<file path="src/rtl/sync_fifo_pkg.sv">
// rtl/sync_fifo_pkg.sv - shared FIFO constants and sizing helpers
package sync_fifo_pkg;

    // Read-mode selectors, common to the single- and dual-clock FIFOs
    localparam int FWFT_STD  = 0;
    localparam int FWFT_FALL = 1;

    // Ceiling log2, used to size memory addresses from a word count
    function automatic int clog2(input int value);
        int result;
        result = 0;
        for (int v = value - 1; v > 0; v = v >> 1) begin
            result = result + 1;
        end
        return result;
    endfunction

    // Word count of a FIFO addressed by addr_width bits
    function automatic int depth_of(input int addr_width);
        return 1 << addr_width;
    endfunction

endpackage

</file>
<file path="src/rtl/sync_fifo_if.sv">
// rtl/sync_fifo_if.sv - write/read/status bundle between a FIFO and its user
interface sync_fifo_if #(
    parameter int DATA_WIDTH = 8,
    parameter int ADDR_WIDTH = 4
) ();

    logic                  i_w_inc;
    logic [DATA_WIDTH-1:0] i_wr_data;
    logic                  i_r_inc;
    logic                  i_err_clr;
    logic [DATA_WIDTH-1:0] o_rd_data;
    logic                  o_rd_valid;
    logic                  o_full;
    logic                  o_empty;
    logic                  o_almost_full;
    logic                  o_almost_empty;
    logic [ADDR_WIDTH:0]   o_level;
    logic                  o_overflow;
    logic                  o_underflow;

    // FIFO user: issues requests, observes data and status
    modport master (
        output i_w_inc, i_wr_data, i_r_inc, i_err_clr,
        input  o_rd_data, o_rd_valid, o_full, o_empty, o_almost_full,
               o_almost_empty, o_level, o_overflow, o_underflow
    );

    // FIFO itself
    modport slave (
        input  i_w_inc, i_wr_data, i_r_inc, i_err_clr,
        output o_rd_data, o_rd_valid, o_full, o_empty, o_almost_full,
               o_almost_empty, o_level, o_overflow, o_underflow
    );

endinterface

</file>
<file path="src/rtl/sync_fifo_mem.sv">
// rtl/sync_fifo_mem.sv - register-array storage, one write port, one async read port
module sync_fifo_mem
    import sync_fifo_pkg::*;
#(
    parameter int DATA_WIDTH = 8,
    parameter int DEPTH      = 16
) (
    input  logic                     i_clk,
    input  logic                     i_wr_en,
    input  logic [clog2(DEPTH)-1:0]  i_waddr,
    input  logic [DATA_WIDTH-1:0]    i_wr_data,
    input  logic [clog2(DEPTH)-1:0]  i_raddr,
    output logic [DATA_WIDTH-1:0]    o_rd_data
);

    logic [DATA_WIDTH-1:0] mem [DEPTH];

    // Storage is deliberately not reset; pointers define what is valid
    always_ff @(posedge i_clk) begin
        if (i_wr_en) begin
            mem[i_waddr] <= i_wr_data;
        end
    end

    assign o_rd_data = mem[i_raddr];

endmodule

</file>
<file path="src/rtl/sync_fifo.sv">
// rtl/sync_fifo.sv - single-clock FIFO with level, thresholds, FWFT option; SYNC_FIFO_ERR_EN enables sticky error flags
module sync_fifo
    import sync_fifo_pkg::*;
#(
    parameter int DATA_WIDTH = 8,
    parameter int ADDR_WIDTH = 4,
    parameter int AF_THRESH  = 14,
    parameter int AE_THRESH  = 2,
    parameter int FWFT       = FWFT_STD
) (
    input  logic       i_clk,
    input  logic       i_rst_n,
    sync_fifo_if.slave bus
);

    localparam int                DEPTH   = depth_of(ADDR_WIDTH);
    localparam logic [ADDR_WIDTH:0] DEPTH_L = (ADDR_WIDTH + 1)'(DEPTH);
    localparam logic [ADDR_WIDTH:0] AF_L    = (ADDR_WIDTH + 1)'(AF_THRESH);
    localparam logic [ADDR_WIDTH:0] AE_L    = (ADDR_WIDTH + 1)'(AE_THRESH);

    // Extra top bit distinguishes full from empty when addresses coincide
    logic [ADDR_WIDTH:0]   wptr;
    logic [ADDR_WIDTH:0]   rptr;
    logic [ADDR_WIDTH:0]   level;
    logic                  full;
    logic                  empty;
    logic                  wr_acc;
    logic                  rd_acc;
    logic [DATA_WIDTH-1:0] mem_rdata;

    assign level  = wptr - rptr;
    assign full   = (level == DEPTH_L);
    assign empty  = (level == '0);
    assign wr_acc = bus.i_w_inc & ~full;
    assign rd_acc = bus.i_r_inc & ~empty;

    assign bus.o_level        = level;
    assign bus.o_full         = full;
    assign bus.o_empty        = empty;
    assign bus.o_almost_full  = (level >= AF_L);
    assign bus.o_almost_empty = (level <= AE_L);

    // Pointer counters; rejected requests leave them untouched
    always_ff @(posedge i_clk) begin
        if (!i_rst_n) begin
            wptr <= '0;
            rptr <= '0;
        end else begin
            if (wr_acc) wptr <= wptr + 1'b1;
            if (rd_acc) rptr <= rptr + 1'b1;
        end
    end

    sync_fifo_mem #(
        .DATA_WIDTH (DATA_WIDTH),
        .DEPTH      (DEPTH)
    ) u_mem (
        .i_clk     (i_clk),
        .i_wr_en   (wr_acc),
        .i_waddr   (wptr[ADDR_WIDTH-1:0]),
        .i_wr_data (bus.i_wr_data),
        .i_raddr   (rptr[ADDR_WIDTH-1:0]),
        .o_rd_data (mem_rdata)
    );

    generate
        if (FWFT == FWFT_STD) begin : g_std
            logic [DATA_WIDTH-1:0] rd_data_q;
            logic                  rd_valid_q;

            // Registered read: capture head on pop, valid for one cycle, data held after
            always_ff @(posedge i_clk) begin
                if (!i_rst_n) begin
                    rd_data_q  <= '0;
                    rd_valid_q <= 1'b0;
                end else begin
                    rd_valid_q <= rd_acc;
                    if (rd_acc) rd_data_q <= mem_rdata;
                end
            end

            assign bus.o_rd_data  = rd_data_q;
            assign bus.o_rd_valid = rd_valid_q;
        end else begin : g_fwft
            // Head word shown directly; zero while empty so stale storage never leaks out
            assign bus.o_rd_data  = empty ? '0 : mem_rdata;
            assign bus.o_rd_valid = ~empty;
        end
    endgenerate

`ifdef SYNC_FIFO_ERR_EN
    logic overflow_q;
    logic underflow_q;

    // Sticky error flags; a new error in the clearing cycle keeps the flag set
    always_ff @(posedge i_clk) begin
        if (!i_rst_n) begin
            overflow_q  <= 1'b0;
            underflow_q <= 1'b0;
        end else begin
            if (bus.i_w_inc & full)        overflow_q <= 1'b1;
            else if (bus.i_err_clr)        overflow_q <= 1'b0;
            if (bus.i_r_inc & empty)       underflow_q <= 1'b1;
            else if (bus.i_err_clr)        underflow_q <= 1'b0;
        end
    end

    assign bus.o_overflow  = overflow_q;
    assign bus.o_underflow = underflow_q;
`else
    logic unused_err_clr;
    assign unused_err_clr  = bus.i_err_clr;
    assign bus.o_overflow  = 1'b0;
    assign bus.o_underflow = 1'b0;
`endif

endmodule

</file>
<file path="src/flat_wrapper.sv">
// flat-port wrapper written by rule: the top's interface ports become plain ports
module sync_fifo_flat import sync_fifo_pkg::*;
#(
    parameter int DATA_WIDTH = 8,
    parameter int ADDR_WIDTH = 4,
    parameter int AF_THRESH  = 14,
    parameter int AE_THRESH  = 2,
    parameter int FWFT       = FWFT_STD
)
  (i_clk, i_rst_n, bus_i_w_inc, bus_i_wr_data, bus_i_r_inc, bus_i_err_clr, bus_o_rd_data, bus_o_rd_valid, bus_o_full, bus_o_empty, bus_o_almost_full, bus_o_almost_empty, bus_o_level, bus_o_overflow, bus_o_underflow);
  sync_fifo_if #(.DATA_WIDTH(DATA_WIDTH), .ADDR_WIDTH(ADDR_WIDTH)) bus_i ();
  input  logic i_clk;
  input  logic i_rst_n;
  input wire logic [$bits(bus_i.i_w_inc)-1:0] bus_i_w_inc;
  input wire logic [$bits(bus_i.i_wr_data)-1:0] bus_i_wr_data;
  input wire logic [$bits(bus_i.i_r_inc)-1:0] bus_i_r_inc;
  input wire logic [$bits(bus_i.i_err_clr)-1:0] bus_i_err_clr;
  output wire logic [$bits(bus_i.o_rd_data)-1:0] bus_o_rd_data;
  output wire logic [$bits(bus_i.o_rd_valid)-1:0] bus_o_rd_valid;
  output wire logic [$bits(bus_i.o_full)-1:0] bus_o_full;
  output wire logic [$bits(bus_i.o_empty)-1:0] bus_o_empty;
  output wire logic [$bits(bus_i.o_almost_full)-1:0] bus_o_almost_full;
  output wire logic [$bits(bus_i.o_almost_empty)-1:0] bus_o_almost_empty;
  output wire logic [$bits(bus_i.o_level)-1:0] bus_o_level;
  output wire logic [$bits(bus_i.o_overflow)-1:0] bus_o_overflow;
  output wire logic [$bits(bus_i.o_underflow)-1:0] bus_o_underflow;
  assign bus_i.i_w_inc = bus_i_w_inc;
  assign bus_i.i_wr_data = bus_i_wr_data;
  assign bus_i.i_r_inc = bus_i_r_inc;
  assign bus_i.i_err_clr = bus_i_err_clr;
  assign bus_o_rd_data = bus_i.o_rd_data;
  assign bus_o_rd_valid = bus_i.o_rd_valid;
  assign bus_o_full = bus_i.o_full;
  assign bus_o_empty = bus_i.o_empty;
  assign bus_o_almost_full = bus_i.o_almost_full;
  assign bus_o_almost_empty = bus_i.o_almost_empty;
  assign bus_o_level = bus_i.o_level;
  assign bus_o_overflow = bus_i.o_overflow;
  assign bus_o_underflow = bus_i.o_underflow;
  sync_fifo #(.DATA_WIDTH(DATA_WIDTH), .ADDR_WIDTH(ADDR_WIDTH), .AF_THRESH(AF_THRESH), .AE_THRESH(AE_THRESH), .FWFT(FWFT)) u_core (.i_clk(i_clk), .i_rst_n(i_rst_n), .bus(bus_i));
endmodule
</file>
<file path="config.mk">
export PLATFORM = sky130hd
export DESIGN_NAME = sync_fifo_flat
export DESIGN_NICKNAME = d
export VERILOG_FILES = /design/src/rtl/sync_fifo_pkg.sv /design/src/rtl/sync_fifo_if.sv /design/src/rtl/sync_fifo_mem.sv /design/src/rtl/sync_fifo.sv /design/src/flat_wrapper.sv
export SDC_FILE = /design/constraint.sdc
export NUM_CORES = 1
export LEC_CHECK = 0
export CAP_MARGIN = 10
export CORE_MARGIN = 2
export CORE_UTILIZATION = 55
export CTS_BUF_LIST = sky130_fd_sc_hd__clkbuf_16
export DETAILED_ROUTE_END_ITERATION = 10
export PLACE_DENSITY_LB_ADDON = 0.25
export SLEW_MARGIN = 25
export SYNTH_ARGS = -nofsm -noshare
export SYNTH_HDL_FRONTEND = slang
export SYNTH_SLANG_ARGS = --single-unit
</file>
<file path="constraint.sdc">
create_clock -name i_clk -period 7.55 [get_ports i_clk]
set_input_delay 1.8875 -clock i_clk [delete_from_list [all_inputs] [get_ports i_clk]]
set_output_delay 1.8875 -clock i_clk [all_outputs]
set_load 0.005 [all_outputs]
</file>
* Word-level counts from Yosys, hierarchy flattened
Memories as Yosys holds them, arrays and structs flattened. A register that Yosys moved wholly into a read port is not among the register bits.
Index checks and enable logic that the tools add are counted.
** Word-level totals
- Memories kept :: 1
- Word-level logic and storage cells :: 18
- Bits in latches :: 0
- Input port bits :: 13
- Bits in read-only memories :: 0
- Memory bits (writable) :: 128
- Register bits :: 11
** Memories
- u_core.u_mem.mem :: words 16, width 8, read ports 1, clocked after memory_dff 1, wr ports 1, RTL line sync_fifo_mem.sv:16 : logic [DATA_WIDTH-1:0] mem [DEPTH];
** Operators by class
- Div/mod/pow operators :: 0
- $mul :: 0
- Add/sub/neg operators :: 3
- Bitwise logic cells :: 4
- Order comparisons :: 2
- Reductions and logical operators :: 2
- Shift operators :: 0
- Multiplexer cells :: 2
- Equal/unequal tests :: 1
** Operators by type and width (number)
- $add 5x1->5 const B :: 2
- $eq 5x5->1 const B :: 1
- $ge 5x4->1 const B :: 1
- $le 5x2->1 const B :: 1
- $logic_not 5->1 :: 1
- $sub 5x5->5 :: 1
- $and 1x1->1 :: 2
- $mux 1 :: 2
- $not 1->1 :: 2
- $logic_not 1->1 :: 1

* Logic depth before layout (Yosys ltp)
Gate-level depths: netlist of run 1.
- Word-level depth :: 6
- Mapped depth :: 11

* By module
Synthesis of run 1 repeated with hierarchy kept, for this count alone.
** Second synthesis, totals
- Cell total of the unflattened synthesis :: 346
- Area total of the unflattened synthesis :: 6087.1 um^2
** By module, submodules not included
- sync_fifo_mem :: area each 4987.3 um^2, sequential area each 3843.7 um^2, instances 1, cells each 221
- sync_fifo :: area each 1099.8 um^2, sequential area each 380.4 um^2, instances 1, cells each 125

* Worst setup path after synthesis of run 1
Ideal clock, no wire load.
- Kind :: register to output
- Start :: register u_core.rptr[1]
- End :: output bus_o_almost_empty
- Stages on the path, launching flop included :: 11
- Path buffers :: 3
- Setup slack :: 3.062 ns
- Arrival :: 2.600 ns
- Cell sequence :: dfxtp_1 buf_2 buf_2 inv_1 fa_1 a21o_1 a21oi_4 xor2_4 inv_4 buf_6 a2111oi_2
** On the way
- Longest elaborated chain between the ends :: 2
** Ends and longest elaborated chain
- from (decl) :: RTL line sync_fifo.sv:23 : logic [ADDR_WIDTH:0] rptr;
- from (signal assigned) :: RTL line sync_fifo.sv:50 : if (rd_acc) rptr <= rptr + 1'b1;
- $sub 5x5->5 :: RTL line sync_fifo.sv:31 : assign level = wptr - rptr;
- net bus_o_level[4] :: RTL line flat_wrapper.sv:24 : output wire logic [$bits(bus_i.o_level)-1:0] bus_o_level;
- $le 5x2->1 :: RTL line sync_fifo.sv:41 : assign bus.o_almost_empty = (level <= AE_L);
- to (decl) :: RTL line flat_wrapper.sv:23 : output wire logic [$bits(bus_i.o_almost_empty)-1:0] bus_o_almost_empty;
The timed path passes the listed nets, and every way through them passes these cells.

* Final worst setup path of run 1
- Start :: register u_core.rptr[1]
- End :: output bus_o_almost_empty
** On the way
- Longest elaborated chain between the ends :: 2
** Ends and longest elaborated chain (RTL line)
- $sub 5x5->5 :: sync_fifo.sv:31
- $le 5x2->1 :: sync_fifo.sv:41
No other way between the ends.

==> results of run 1 <==
## cell usage after synthesis, types with 5 or more instances
master,n
edfxtp_1,128
nand2_1,29
mux4_2,27
dfxtp_1,19
mux2i_1,18
nor2_1,13
and3_1,12
o22ai_1,10
ha_1,9
inv_1,9
clkbuf_1,7
nand2b_1,7
a21oi_1,6
buf_2,6
nand3b_1,6
a31o_1,5
and2_1,5
nor2b_1,5
o31ai_1,5
## flip-flops by register name (all words and copies together), names as in the netlist
signal,flops
u_core.u_mem.mem,128
u_core.bus.o_rd_valid,1
u_core.wptr,5
u_core.bus.o_rd_data,8
u_core.rptr,5
## kinds of logic after synthesis
group,after synthesis
DFF,147
and+or+nand+nor,86
muxes,50
AOI/OAI and AO/OA,44
buffers and inverters,29
adders and majority gates,10
xor gates and xnor gates,4
other,1
## how the worst max path moves through the flow
stage	endpoint	slack (ns)	cells past startpoint
after floorplan	bus_o_almost_empty	3.06	10
after global placement	bus_o_almost_empty	2.63	9
after detailed placement	bus_o_almost_empty	2.56	9
after CTS	bus_o_almost_empty	2.10	9
after global routing	bus_o_almost_empty	1.97	9
final	bus_o_almost_empty	2.15	9
## final cells by class
cell class                 instances  area share
inverter                          10     0.00557
clock buffer                      17      0.0592
multi-input combinational        196       0.258
sequential                       147       0.588
timing repair buffer              33      0.0446
tap                              140      0.0244
clock inverter                    15      0.0197
## where the power goes
part,switching (mW),total (mW),internal (mW)
sequential,0.0334,0.978,0.944
combinational,0.388,0.738,0.350
clock,0.318,0.800,0.482
total,0.740,2.52,1.78
## layer usage
metal  track usage  wire length (um)  up-vias
met2         0.392              6470       86
met5             0                 0        -
met1         0.276              5060     1715
met3        0.0482               614       15
met4        0.0786               248        0
li1              -                 -     1525
## critical path: cells and delay by family (launching register included)
kind / cells / cell delay (ns)
buffers and inverters: 4 / 1.27
AO/OA/AOI/OAI: 3 / 0.75
adder cells (fa/ha/maj): 1 / 0.48
flip-flops: 1 / 0.30
XOR/XNOR: 1 / 0.29
==> metrics, run 1 <==
Post-synth EDFFs=128; Worst Hold Class=reg2reg; Non-Filler Instances=558; FF-to-FF path depth=9; die area=12200 sq um; number of port buffers=29; gr usage total=0.224; Rows=38; vias in the first global route=3375; Mean Syn Cell Area=16.8 sq um; commonest non-fill, non-tap cell in the layout=edfxtp_1; critical path startpoint=u_core.rptr[1]$_SDFFE_PN0P_; Crit Path Max Fanout=31; Num Clock Sinks=147; Setup Skew=0.00641 ns; setup TNS=0 ns; Final Wtd Congestion=0.786; mux contribution to synthesized area=0.137; final core occ=0.657; Slew @ Worst Pin=0.716 ns; share of the synthesized area in the top cell type=0.617; clock-pin slew on the worst setup and hold paths=0.06 ns; Post-Synth Simple-Gate Area=0.0712; CP required=5.66 ns; status=complete, no violations; multi-input logic area=1860 sq um; number of top-level pins=33; die span in y=110 um; Mapped Area=6220 sq um; WHS Endpoint=u_core.bus.o_rd_data[0]$_SDFFE_PN0P_; root buffer cell=clkbuf_16; commonest cells after routing, fill and taps aside=128 x edfxtp_1, 29 x nand2_1, 29 x clkdlybuf4s50_1, 27 x mux4_2; Setup WS pre-CTS=2.56 ns; RSZ-0062 raised after global routing=false; worst hold path cell count=2; hold_buf cts=0; final number of hold-violating endpoints=0; FF+latch area=4230 sq um; Crit Reg-Reg Endpoint=u_core.u_mem.mem[10][5]$_DFFE_PP_; startpoint types=register; CP arrival=3.52 ns; power density over the cells=350 nW/um^2; #FFs+latches synth=147; fraction of layout cells with a size suffix above 1=0.187; total number of vias=3341; # fillers=776; Worst setup EP type=output pin; Slew Limit Headroom=0.523; Synth Instances=371; Worst VDD drop=312 uV; Max-Cap Viols=0; Post-Synth Adder-Cell Area=0.0213; CP max stage delay=0.56 ns; slowest CP cell=clkdlybuf4s50_1; Pre-Repair DR Iteration Count=4; period utilization=0.716; htree depth=4; fraction of registers with async set/reset=0; Setup Crit Path Kind=reg2out; core area=10900 sq um; post-route minimum period=5.40 ns; leakage power=2.37 nW; Clock Latency Late Sink=0.41 ns; CTS tree=built; design area=7180 sq um; Post-DP Area=6620 sq um; Slew Viols, Final=0; Total Routed Length=12400 um; # resized after CTS=0; P&R area growth vs syn=15.4%; GRT Residual Overflow=0; placed cells=526; top cells by area, synth=edfxtp_1 62%, mux4_2 9.8%, dfxtp_1 6.1%; # diodes=0; setup bufs post-CTS=0; DRT iter0 DRCs=272; DR WL/cell=22.2 um; Tot Pwr=2.52 mW; Chip Width=110 um; YS warnings=0; final worst slack=2.15 ns; largest area contributor in the netlist=edfxtp_1; largest family of logic cells by synthesized area=multiplexers; Synth cell types=48; initial antenna violation count=0; Initial Utilization=0.569; Post-synth top flop=edfxtp_1; CP cell instances=buf_4, inv_1, fa_1, a21o_1, a21oi_4, xor2_4, inv_4, a2111oi_2, clkdlybuf4s50_1; final hold slack=0.461 ns; post-synthesis sequential area ratio=0.679; largest net degree at the start of global routing=43; Max Freq=185 MHz; Nets=428; Inserted Clock Buffers=17; Final HPWL DP=7750 um; setup slack, reg-to-reg=4.03 ns; final setup vio count=0; clock tree buffer depth=2; first-pass GRT wire length=18900 um; Synth Area in XOR/XNOR=0.00985; Remaining DRCs=0; vias per cell=5.99; worst r2r src=u_core.rptr[1]$_SDFFE_PN0P_; post-route ant nets=0; Synth Area in Compound Gates=0.0579; Hold Startpoint=u_core.bus.o_rd_data[0]$_SDFFE_PN0P_
No activity file was read; power rests on OpenSTA's default activity.
==> run 2: changes to the inputs <==
Clock period 7.55 ns to 5.4 ns, I/O delays scaled along.
==> run 2 against run 1 <==
Sequential share of layout area decreased by 0.81 points. Setup slack lost 1.4 ns. Final area is 1.4% higher. First-iteration DRC count rose by 7.4%. Wire length is 0.41% lower. Critical path type unchanged. Critical endpoint unchanged. Largest cell class unchanged. Largest power group unchanged. Highest routed layer unchanged.
==> metrics, run 2 (same netlist as run 1, synthesis figures left out) <==
commonest cells after routing, fill and taps aside=128 x edfxtp_1, 29 x nand2_1, 29 x clkdlybuf4s50_1, 27 x mux4_2; Setup Skew=0.0120 ns; CP required=4.05 ns; Max-Cap Viols=0; Slew @ Worst Pin=0.745 ns; Total Routed Length=12300 um; crit-path most repeated cell=inv_1; GRT Residual Overflow=0; leakage power=2.42 nW; final setup vio count=0; Final HPWL DP=7540 um; CP arrival=3.29 ns; setup TNS=0 ns; core area=10900 sq um; total number of vias=3325; first-pass GRT wire length=19200 um; Worst setup EP type=output pin; root buffer cell=clkbuf_16; multi-input logic area=1860 sq um; CTS tree=built; CP cell instances=inv_1, ha_1, inv_1, fa_1, a21o_1, a21oi_4, xor2_4, inv_4, a2111oi_2, clkdlybuf4s50_1; number of top-level pins=33; final core occ=0.666; Crit Reg-Reg Endpoint=u_core.u_mem.mem[0][2]$_DFFE_PP_; vias per cell=5.98; htree depth=4; Final Wtd Congestion=0.818; vias in the first global route=3409; Rows=38; number of port buffers=29; final number of hold-violating endpoints=0; clock tree buffer depth=2; setup bufs post-CTS=0; Worst Hold Class=reg2reg; RSZ-0062 raised after global routing=false; Clock Latency Late Sink=0.41 ns; slowest CP cell=clkdlybuf4s50_1; Worst VDD drop=434 uV; Crit Path Max Fanout=14; die span in y=110 um; final hold slack=0.459 ns; Inserted Clock Buffers=17; Max Freq=216 MHz; commonest non-fill, non-tap cell in the layout=edfxtp_1; Largest register FFs=128; setup slack, reg-to-reg=2.11 ns; post-route minimum period=4.64 ns; Chip Width=110 um; Slew Limit Headroom=0.504; Num Clock Sinks=147; fraction of layout cells with a size suffix above 1=0.180; FF+latch area=4230 sq um; # diodes=0; gr usage total=0.228; critical path startpoint=u_core.wptr[0]$_SDFFE_PN0P_; startpoint types=register; Nets=428; largest net degree at the start of global routing=38; worst r2r src=u_core.wptr[0]$_SDFFE_PN0P_; hold_buf cts=0; DRT iter0 DRCs=292; post-route ant nets=0; Biggest register=u_core.u_mem.mem; # fillers=768; period utilization=0.858; CP max stage delay=0.55 ns; Setup Crit Path Kind=reg2out; Initial Utilization=0.569; Slew Viols, Final=0; # resized after CTS=0; Worst setup endpoint=bus_o_almost_empty; status=complete, no violations; Pre-Repair DR Iteration Count=4; FF-to-FF path depth=10; die area=12200 sq um; power density over the cells=508 nW/um^2; Remaining DRCs=0; initial antenna violation count=0; P&R area growth vs syn=17.0%; DR WL/cell=22.2 um; clock-pin slew on the worst setup and hold paths=0.06 ns
[run 2: cell count changes in the layout (fill, tap and decap cells not counted), sizes merged]
cell / delta
clkinv: -7
bufinv: +5
inv: +1
clkinvlp: -1
[run 2: worst min path at each step]
stage / startpoint / endpoint / cells after the start
2_1_floorplan: u_core.bus.o_rd_data[0]$_SDFFE_PN0P_ / u_core.bus.o_rd_data[0]$_SDFFE_PN0P_ / 2
3_3_place_gp: u_core.bus.o_rd_data[0]$_SDFFE_PN0P_ / u_core.bus.o_rd_data[0]$_SDFFE_PN0P_ / 2
3_5_place_dp: u_core.bus.o_rd_data[0]$_SDFFE_PN0P_ / u_core.bus.o_rd_data[0]$_SDFFE_PN0P_ / 2
4_1_cts: u_core.bus.o_rd_data[5]$_SDFFE_PN0P_ / u_core.bus.o_rd_data[5]$_SDFFE_PN0P_ / 2
5_1_grt: u_core.bus.o_rd_data[6]$_SDFFE_PN0P_ / u_core.bus.o_rd_data[6]$_SDFFE_PN0P_ / 2
6_report: u_core.bus.o_rd_data[5]$_SDFFE_PN0P_ / u_core.bus.o_rd_data[5]$_SDFFE_PN0P_ / 2
[run 2: per-stage QoR]
step	std cells	cell area (sq um)	total power, mW	setup WS, ns
final	556	7280	3.70	0.765
after CTS	556	7280	3.73	0.747
after global routing	556	7280	3.87	0.571
after detailed placement	526	6620	2.41	1.19
after global placement	526	6620	2.39	1.22
after floorplan	372	6230	2.06	1.45
[run 2: per-layer routing]
layer  vias to the layer above  track usage  wire [um]
li1                       1522            -          -
met1                      1704        0.294       5270
met2                        84        0.372       6370
met3                        15       0.0564        465
met4                         0       0.0946        232
met5                         -            0          0
[run 2: layout make-up]
type | count | area share
clock buffer | 17 | 0.0584
sequential | 147 | 0.580
tap | 140 | 0.0241
multi-input combinational | 196 | 0.255
clock inverter | 13 | 0.0332
timing repair buffer | 33 | 0.0440
inverter | 10 | 0.00550
[run 2: report_power, final]
group | internal [mW] | leakage [nW] | total [mW] | switching (mW)
registers | 1.32 | 1.31 | 1.37 | 0.0466
logic | 0.488 | 0.783 | 1.02 | 0.528
clock network | 0.901 | 0.325 | 1.32 | 0.416
[run 2: critical path: cells and delay by family, from the launching register on]
family | cells | cell delay (ns)
buffers and inverters | 4 | 0.90
XOR/XNOR | 1 | 0.29
AO/OA/AOI/OAI | 3 | 0.73
adder cells (fa/ha/maj) | 2 | 0.60
flip-flops | 1 | 0.35
